## src/rtl/tram_console_pkg.sv

```systemverilog
// rtl/tram_console_pkg.sv - control codes and FSM encoding for tram_console.
// TRAM_CONSOLE_SCROLL_EN adds the scroll states to the encoding.
package tram_console_pkg;

  localparam logic [7:0] CODE_LF    = 8'h0A;
  localparam logic [7:0] CODE_CR    = 8'h0D;
  localparam logic [7:0] CODE_BS    = 8'h08;
  localparam logic [7:0] CODE_FF    = 8'h0C;
  localparam logic [7:0] CODE_SPACE = 8'h20;
  localparam logic [7:0] CODE_TILDE = 8'h7E;

`ifdef TRAM_CONSOLE_SCROLL_EN
  typedef enum logic [2:0] {
    IDLE    = 3'd0,
    PUT     = 3'd1,
    SCRL_RD = 3'd2,
    SCRL_WR = 3'd3,
    CLR     = 3'd4
  } state_t;
`else
  typedef enum logic [2:0] {
    IDLE    = 3'd0,
    PUT     = 3'd1,
    CLR     = 3'd4
  } state_t;
`endif

  function automatic logic is_printable(input logic [7:0] code);
    return (code >= CODE_SPACE) && (code <= CODE_TILDE);
  endfunction

endpackage

```

## src/rtl/tram_console_if.sv

```systemverilog
// rtl/tram_console_if.sv - character stream into tram_console.
// master offers characters, slave (the console) accepts them.
interface tram_console_if #(
  parameter int BYTE = 8,
  parameter int WORD = 32
) ();

  logic                 ch_valid;
  logic                 ch_ready;
  logic [BYTE-1:0]      ch_data;
  logic [WORD-BYTE-1:0] ch_attr;

  modport master (
    output ch_valid,
    output ch_data,
    output ch_attr,
    input  ch_ready
  );

  modport slave (
    input  ch_valid,
    input  ch_data,
    input  ch_attr,
    output ch_ready
  );

endinterface

```

## src/rtl/tram_console.sv

```systemverilog
// rtl/tram_console.sv - text console writing characters into a text RAM with cursor, clear and
// optional scroll (TRAM_CONSOLE_SCROLL_EN).
module tram_console
  import tram_console_pkg::*;
#(
  parameter int BYTE     = 8,
  parameter int BYTE_CNT = 4,
  parameter int WORD     = 32,
  parameter int ADDRW    = 12,
  parameter int COLS     = 80,
  parameter int ROWS     = 30,
  localparam int CW      = $clog2(COLS),
  localparam int RW      = $clog2(ROWS)
) (
  input  logic                clk_sys,
  input  logic                rst_sys_n,
  tram_console_if.slave       ch,
  output logic [BYTE_CNT-1:0] tram_we,
  output logic [ADDRW-1:0]    tram_addr,
  output logic [WORD-1:0]     tram_din,
  input  logic [WORD-1:0]     tram_dout,
  output logic [CW-1:0]       cur_col,
  output logic [RW-1:0]       cur_row
);

  localparam logic [CW-1:0]       COL_LAST  = CW'(COLS - 1);
  localparam logic [RW-1:0]       ROW_LAST  = RW'(ROWS - 1);
  localparam logic [ADDRW-1:0]    ADDR_COLS = ADDRW'(COLS);
  localparam logic [ADDRW-1:0]    ADDR_LAST = ADDRW'(COLS * ROWS - 1);
  localparam logic [WORD-1:0]     BLANK     = WORD'(CODE_SPACE);
  localparam logic [BYTE_CNT-1:0] WE_ALL    = '1;

  state_t           state;
  logic             ready_q;
  logic [WORD-1:0]  din_q;
  logic [ADDRW-1:0] cur_addr;
  logic             clr_home;

  logic [7:0]       code;
  logic [ADDRW-1:0] row_base;
  logic [CW-1:0]    nxt_col;
  logic [RW-1:0]    nxt_row;
  logic [ADDRW-1:0] nxt_addr;
  logic             newline;

`ifdef TRAM_CONSOLE_SCROLL_EN
  localparam logic [ADDRW-1:0] ADDR_LAST_ROW = ADDRW'(COLS * (ROWS - 1));
  logic [ADDRW-1:0] src;
  logic             scrl_pend;
  logic             nxt_scroll;

  // Copy data flows straight from the RAM read port in the write half of each copy pair.
  assign tram_din = (state == SCRL_WR) ? tram_dout : din_q;
`else
  logic unused_dout;
  assign unused_dout = ^tram_dout;
  assign tram_din    = din_q;
`endif

  assign code     = ch.ch_data[7:0];
  assign ch.ch_ready = ready_q;

  // Cursor position the accepted character would leave behind; the address tracks row*COLS+col.
  always_comb begin
    row_base = cur_addr - ADDRW'(cur_col);
    nxt_col  = cur_col;
    nxt_row  = cur_row;
    nxt_addr = cur_addr;
    newline  = 1'b0;
`ifdef TRAM_CONSOLE_SCROLL_EN
    nxt_scroll = 1'b0;
`endif
    if (is_printable(code)) begin
      if (cur_col != COL_LAST) begin
        nxt_col  = cur_col + CW'(1);
        nxt_addr = cur_addr + ADDRW'(1);
      end else begin
        newline = 1'b1;
      end
    end else begin
      case (code)
        CODE_LF: newline = 1'b1;
        CODE_CR: begin
          nxt_col  = '0;
          nxt_addr = row_base;
        end
        CODE_BS: begin
          if (cur_col != '0) begin
            nxt_col  = cur_col - CW'(1);
            nxt_addr = cur_addr - ADDRW'(1);
          end
        end
        default: ;
      endcase
    end
    if (newline) begin
      nxt_col = '0;
      if (cur_row != ROW_LAST) begin
        nxt_row  = cur_row + RW'(1);
        nxt_addr = row_base + ADDR_COLS;
      end else begin
`ifdef TRAM_CONSOLE_SCROLL_EN
        nxt_addr   = row_base;
        nxt_scroll = 1'b1;
`else
        nxt_row  = '0;
        nxt_addr = '0;
`endif
      end
    end
  end

  always_ff @(posedge clk_sys or negedge rst_sys_n) begin
    if (!rst_sys_n) begin
      state     <= IDLE;
      ready_q   <= 1'b0;
      tram_we   <= '0;
      tram_addr <= '0;
      din_q     <= '0;
      cur_col   <= '0;
      cur_row   <= '0;
      cur_addr  <= '0;
      clr_home  <= 1'b0;
`ifdef TRAM_CONSOLE_SCROLL_EN
      src       <= '0;
      scrl_pend <= 1'b0;
`endif
    end else begin
      case (state)
        IDLE: begin
          ready_q <= 1'b1;
          if (ch.ch_valid && ready_q) begin
            cur_col  <= nxt_col;
            cur_row  <= nxt_row;
            cur_addr <= nxt_addr;
            if (is_printable(code)) begin
              state     <= PUT;
              ready_q   <= 1'b0;
              tram_we   <= WE_ALL;
              tram_addr <= cur_addr;
              din_q     <= {ch.ch_attr, ch.ch_data};
`ifdef TRAM_CONSOLE_SCROLL_EN
              scrl_pend <= nxt_scroll;
`endif
            end else if (code == CODE_FF) begin
              state     <= CLR;
              ready_q   <= 1'b0;
              tram_we   <= WE_ALL;
              tram_addr <= '0;
              din_q     <= BLANK;
              clr_home  <= 1'b1;
            end
`ifdef TRAM_CONSOLE_SCROLL_EN
            else if (nxt_scroll) begin
              state     <= SCRL_RD;
              ready_q   <= 1'b0;
              tram_addr <= ADDR_COLS;
              src       <= ADDR_COLS;
            end
`endif
          end
        end

        PUT: begin
          tram_we <= '0;
`ifdef TRAM_CONSOLE_SCROLL_EN
          if (scrl_pend) begin
            scrl_pend <= 1'b0;
            state     <= SCRL_RD;
            tram_addr <= ADDR_COLS;
            src       <= ADDR_COLS;
          end else begin
            state   <= IDLE;
            ready_q <= 1'b1;
          end
`else
          state   <= IDLE;
          ready_q <= 1'b1;
`endif
        end

`ifdef TRAM_CONSOLE_SCROLL_EN
        SCRL_RD: begin
          state     <= SCRL_WR;
          tram_we   <= WE_ALL;
          tram_addr <= src - ADDR_COLS;
        end

        SCRL_WR: begin
          if (src == ADDR_LAST) begin
            // Copy done: blank the last row through the clear path without homing.
            state     <= CLR;
            tram_addr <= ADDR_LAST_ROW;
            din_q     <= BLANK;
          end else begin
            state     <= SCRL_RD;
            tram_we   <= '0;
            src       <= src + ADDRW'(1);
            tram_addr <= src + ADDRW'(1);
          end
        end
`endif

        CLR: begin
          if (tram_addr == ADDR_LAST) begin
            state    <= IDLE;
            ready_q  <= 1'b1;
            tram_we  <= '0;
            clr_home <= 1'b0;
            if (clr_home) begin
              cur_col  <= '0;
              cur_row  <= '0;
              cur_addr <= '0;
            end
          end else begin
            tram_addr <= tram_addr + ADDRW'(1);
          end
        end

        default: begin
          state   <= IDLE;
          tram_we <= '0;
        end
      endcase
    end
  end

endmodule

```

## src/flat_wrapper.sv

```systemverilog
// flat-port wrapper written by rule: the top's interface ports become plain ports
module tram_console_flat import tram_console_pkg::*;
#(
  parameter int BYTE     = 8,
  parameter int BYTE_CNT = 4,
  parameter int WORD     = 32,
  parameter int ADDRW    = 12,
  parameter int COLS     = 80,
  parameter int ROWS     = 30,
  localparam int CW      = $clog2(COLS),
  localparam int RW      = $clog2(ROWS)
)
  (clk_sys, rst_sys_n, tram_we, tram_addr, tram_din, tram_dout, cur_col, cur_row, ch_ch_valid, ch_ch_data, ch_ch_attr, ch_ch_ready);
  tram_console_if #(.BYTE(BYTE), .WORD(WORD)) ch_i ();
  input  logic clk_sys;
  input  logic rst_sys_n;
  output logic [BYTE_CNT-1:0] tram_we;
  output logic [ADDRW-1:0] tram_addr;
  output logic [WORD-1:0] tram_din;
  input  logic [WORD-1:0] tram_dout;
  output logic [CW-1:0] cur_col;
  output logic [RW-1:0] cur_row;
  input wire logic [$bits(ch_i.ch_valid)-1:0] ch_ch_valid;
  input wire logic [$bits(ch_i.ch_data)-1:0] ch_ch_data;
  input wire logic [$bits(ch_i.ch_attr)-1:0] ch_ch_attr;
  output wire logic [$bits(ch_i.ch_ready)-1:0] ch_ch_ready;
  assign ch_i.ch_valid = ch_ch_valid;
  assign ch_i.ch_data = ch_ch_data;
  assign ch_i.ch_attr = ch_ch_attr;
  assign ch_ch_ready = ch_i.ch_ready;
  tram_console #(.BYTE(BYTE), .BYTE_CNT(BYTE_CNT), .WORD(WORD), .ADDRW(ADDRW), .COLS(COLS), .ROWS(ROWS)) u_core (.clk_sys(clk_sys), .rst_sys_n(rst_sys_n), .ch(ch_i), .tram_we(tram_we), .tram_addr(tram_addr), .tram_din(tram_din), .tram_dout(tram_dout), .cur_col(cur_col), .cur_row(cur_row));
endmodule
```

## config.mk

```make
export PLATFORM = sky130hd
export DESIGN_NAME = tram_console_flat
export DESIGN_NICKNAME = d
export VERILOG_FILES = /design/src/rtl/tram_console_pkg.sv /design/src/rtl/tram_console_if.sv /design/src/rtl/tram_console.sv /design/src/flat_wrapper.sv
export SDC_FILE = /design/constraint.sdc
export NUM_CORES = 1
export LEC_CHECK = 0
export BUFFER_PORTS_ARGS = -buffer_cell sky130_fd_sc_hd__buf_2
export CAP_MARGIN = 0
export CORE_ASPECT_RATIO = 0.75
export CORE_UTILIZATION = 50
export CTS_CLUSTER_SIZE = 12
export DETAILED_ROUTE_END_ITERATION = 10
export GPL_ROUTABILITY_DRIVEN = 0
export HOLD_SLACK_MARGIN = 0.15
export PLACE_DENSITY = 0.73
export SYNTH_ARGS = -nofsm -noshare
export SYNTH_HDL_FRONTEND = slang
export SYNTH_SLANG_ARGS = --single-unit
export TNS_END_PERCENT = 1
```

## constraint.sdc

```tcl
create_clock -name clk_sys -period 4.5 [get_ports clk_sys]
set_input_delay 0.9 -clock clk_sys [delete_from_list [all_inputs] [get_ports clk_sys]]
set_output_delay 0.9 -clock clk_sys [all_outputs]
set_load 0.02 [all_outputs]
```

==> flow_metrics.py <==
metrics = {
    "status": {
        "outcome": "finished, final reports clean",
    },
    "pwr": {
        "p_per_area_nw_per_um2": 781,
        "ir_drop_uv": 353,
        "total_power_mw": 4.41,
        "p_int_mw": 2.29,
        "power.net_switching_mw": 2.12,
        "pwr-share-comb_pct": 55.0,
        "p_leak_nw": 2.54,
        "p_seq_share_pct": 30.0,
        "p_sw_share_pct": 48.1,
        "p_clk_share_pct": 15.0,
    },
    "finish": {
        "nNetsFinal": 727,
        "syn2layout_area_growth_pct": 18.2,
        "n_antenna_cell": 0,
        "layout-drive-gt1-share_pct": 20.8,
        "ff_latch_area_um2": 1830,
        "fillers": 835,
        "multi_input_area_um2": 2730,
    },
    "setup_path": {
        "rr_worst_depth": 12,
        "crit_slowest_cell": "dfrtp_1",
        "cp_max_fo": 10,
        "cp.depth": 12,
        "cp_num_buf_inv": 2,
        "critical_path_class": "flip-flop to flip-flop",
        "arrival_ns": 3.90,
        "crit_family": "compound AO/OA/AOI/OAI gates",
        "max_stage_delay_ns": 0.51,
        "cp_data_required_time_ns": 4.72,
        "worst_setup_path_start_kind": "flip-flop",
        "cp_cell_sequence": "inv_1, ha_1, inv_1, fa_1, a21oi_1, o21bai_1, xor2_1, a41oi_1, nor4_1, nand3_1, a41o_1, a221o_1",
        "worst_setup_path_end_kind": "flip-flop",
        "path_common_cell": "inv_1",
    },
    "placed_design": {
        "hpwlAfterDp_mm": 9.59,
        "portBuffers": 95,
    },
    "clock_tree": {
        "ctsHoldBuffers": 0,
        "htreeDepth": 3,
        "cts_setup_buffers": 0,
        "clk_pin_slew_ns": 0.06,
        "cts_root_buffer": "clkbuf_16",
        "cts.path.max_buffers": 2,
        "numCtsBuffers": 9,
        "clock_latency_ns": 0.34,
        "clock_sinks": 73,
        "cts_resized": 0,
        "cts_tree": "done",
    },
    "floorplanning": {
        "coreArea_um2": 9160,
        "rows": 30,
        "dieArea_um2": 9970,
        "initial_utilization_pct": 52.2,
        "ioPinCount": 128,
        "die_h_um": 86.7,
        "dieWidth_um": 115,
    },
    "sta": {
        "max_slew_margin_pct": 46.9,
        "max_clock_freq_mhz": 272,
        "rsz0062_at_grt": "false",
        "min_period_over_period_pct": 81.7,
        "finalSetupTns_ns": 0,
        "report.final.slew_viol_count": 0,
        "layout_min_cycle_time_ns": 3.68,
        "tightest_slew_ns": 0.796,
        "setup_viol": 0,
        "skew_ns": 0.0114,
        "hold_viol_final": 0,
    },
    "routing": {
        "dr.first_iter.drc_count": 529,
        "viasPerCell": 6.26,
        "via_count": 4836,
        "first_pass_iters": 6,
        "antenna_left": 0,
        "wl_per_cell_um": 17.4,
        "drc_errors": 0,
        "drt-total-wl_mm": 13.5,
    },
    "yosys": {
        "synth_edf_count": 0,
        "syn_inst": 555,
        "synth_top_area_share_pct": 38.2,
        "synthTopCellsByArea": "dfrtp_1, a22o_1, ha_1, o21ai_0, nand2_1",
        "synth_seq_cells": 73,
        "ys.flop_type": "dfrtp_1",
        "ys_seq_area_share_pct": 38.2,
        "async_reset_ff_share_pct": 100,
        "yosysTopAreaCell": "dfrtp_1",
        "synth_fp_nets": 642,
        "ys_warn_count": 0,
        "ys_types": 65,
        "synth.avg_cell_area_um2": 8.62,
        "synthesis.area_um2": 4780,
    },
    "grt": {
        "overflow": 0,
        "grtUsageTotal_pct": 28.3,
        "antenna_found_initial": 0,
        "grt_pass1_wl_mm": 22.1,
        "grt_pass1_vias": 4436,
        "grt_max_degree": 51,
    },
    "job": {
        "cap_viol_max_count": 0,
    },
    "min_path": {
        "min_path_cells": 2,
        "hold_class": "flip-flop to flip-flop",
    },
}
stage by stage:
stage / worst slack, ns / hold WS [ns] / area (um2) / std cells / utilization, %
floorplan: 1.35 / 0.495 / 4780 / 555 / -
global placement: 1.05 / 0.459 / 5380 / 757 / 58.7
detailed placement: 0.975 / 0.472 / 5380 / 757 / 58.7
CTS: 0.934 / 0.484 / 5650 / 773 / 61.7
global route: 0.534 / 0.512 / 5650 / 773 / 61.7
finish: 0.823 / 0.481 / 5650 / 773 / 61.7
layout make-up:
type	count	area share (%)
multi-input combinational	423	48.2
sequential	73	32.3
timing repair buffer	108	10.1
clock buffer	10	4.05
tap	128	2.83
inverter	25	1.66
clock inverter	6	0.753
layer usage:
layer	GRT usage (%)	vias to the layer above	wire [um]
li1	-	2262	-
met1	39.2	2297	6220
met2	43.1	250	5900
met3	7.13	27	1130
met4	9.92	0	215
met5	0	-	0
kinds of logic (layout without fill, tap and decap cells):
| kind of cell | count (synthesis) | count (layout) | share of synthesized area, % |
|---|---|---|---|
| buffers and inverters | 59 | 149 | 4.92 |
| AND/OR/NAND/NOR | 193 | 193 | 19.8 |
| flip-flops | 73 | 73 | 38.2 |
| adder cells (fa/ha/maj) | 20 | 20 | 5.39 |
| AO/OA/AOI/OAI | 194 | 194 | 28.7 |
| multiplexers | 1 | 1 | 0.235 |
| XOR/XNOR | 15 | 15 | 2.75 |
final timing paths:
check | end | from | slack [ns]
min | u_core.tram_din[6]$_DFFE_PN0P_ | u_core.tram_din[6]$_DFFE_PN0P_ | 0.48
min in group asynchronous | u_core.tram_din[16]$_DFFE_PN0P_ | rst_sys_n | 0.54
max reg2reg | u_core.cur_addr[11]$_DFFE_PN0P_ | u_core.cur_addr[0]$_DFFE_PN0P_ | 0.82
max in group asynchronous | u_core.cur_row[1]$_DFFE_PN0P_ | rst_sys_n | 2.92
max | u_core.cur_addr[11]$_DFFE_PN0P_ | u_core.cur_addr[0]$_DFFE_PN0P_ | 0.82
min reg2reg | u_core.tram_din[6]$_DFFE_PN0P_ | u_core.tram_din[6]$_DFFE_PN0P_ | 0.48
power groups by stage:
| stage | registers (mW) | logic (mW) | clock network (mW) |
|---|---|---|---|
| CTS | 1.31 | 2.40 | 0.669 |
| detailed placement | 1.32 | 2.39 | 0 |
| floorplan | 1.46 | 1.58 | 0 |
| global route | 1.37 | 2.67 | 0.701 |
| global placement | 1.30 | 2.33 | 0 |
| finish | 1.33 | 2.43 | 0.661 |
layout by cell type (no fill, tap or decap), types with 6 or more instances in the layout:
cell type | Yosys | layout
and3_1 | 13 | 13
clkbuf_16 | 0 | 9
nor2_1 | 42 | 42
buf_2 | 2 | 95
o31ai_1 | 7 | 7
buf_4 | 3 | 13
a22oi_1 | 9 | 9
o21ai_0 | 40 | 40
nand3_1 | 24 | 24
nor3_1 | 25 | 24
ha_1 | 19 | 19
a31oi_1 | 8 | 8
xnor2_1 | 10 | 10
dfrtp_1 | 73 | 73
a221oi_1 | 6 | 6
or3_1 | 9 | 9
a22o_1 | 35 | 35
inv_1 | 25 | 25
a21oi_1 | 37 | 37
nand2_1 | 50 | 50
nand4_1 | 8 | 8
state kept, by name, indices dropped and copies added (netlist names), 2 cells and up:
| name | cells |
|---|---|
| u_core.tram_din | 32 |
| u_core.cur_addr | 12 |
| u_core.tram_addr | 12 |
| u_core.cur_col | 7 |
| u_core.cur_row | 5 |
| u_core.state | 2 |
cells in the mapped netlist (2+ instances only):
library cell	n
a211oi_1	2
a21oi_1	37
a221o_1	3
a221oi_1	6
a22o_1	35
a22oi_1	9
a311oi_1	3
a31oi_1	8
a41o_1	2
a41oi_1	2
and3_1	13
and4_1	4
buf_1	3
buf_2	2
buf_4	3
clkbuf_1	26
dfrtp_1	73
ha_1	19
inv_1	25
nand2_1	50
nand2b_1	4
nand3_1	24
nand3b_1	2
nand4_1	8
nor2_1	42
nor2b_1	2
nor3_1	25
nor4_1	5
o211ai_1	3
o21a_1	4
o21ai_0	40
o21ai_1	2
o221ai_1	4
o22a_1	2
o22ai_1	5
o31ai_1	7
o41ai_1	2
or3_1	9
xnor2_1	10
xor2_1	5
tightest hold or removal path, delay by kind of cell (launching register included):
| kind | cells | cell delay, ns |
|---|---|---|
| AO/OA/AOI/OAI | 1 | 0.06 |
| AND/OR/NAND/NOR | 1 | 0.05 |
| flip-flops | 1 | 0.34 |
No activity file was read; power rests on OpenSTA's default activity.
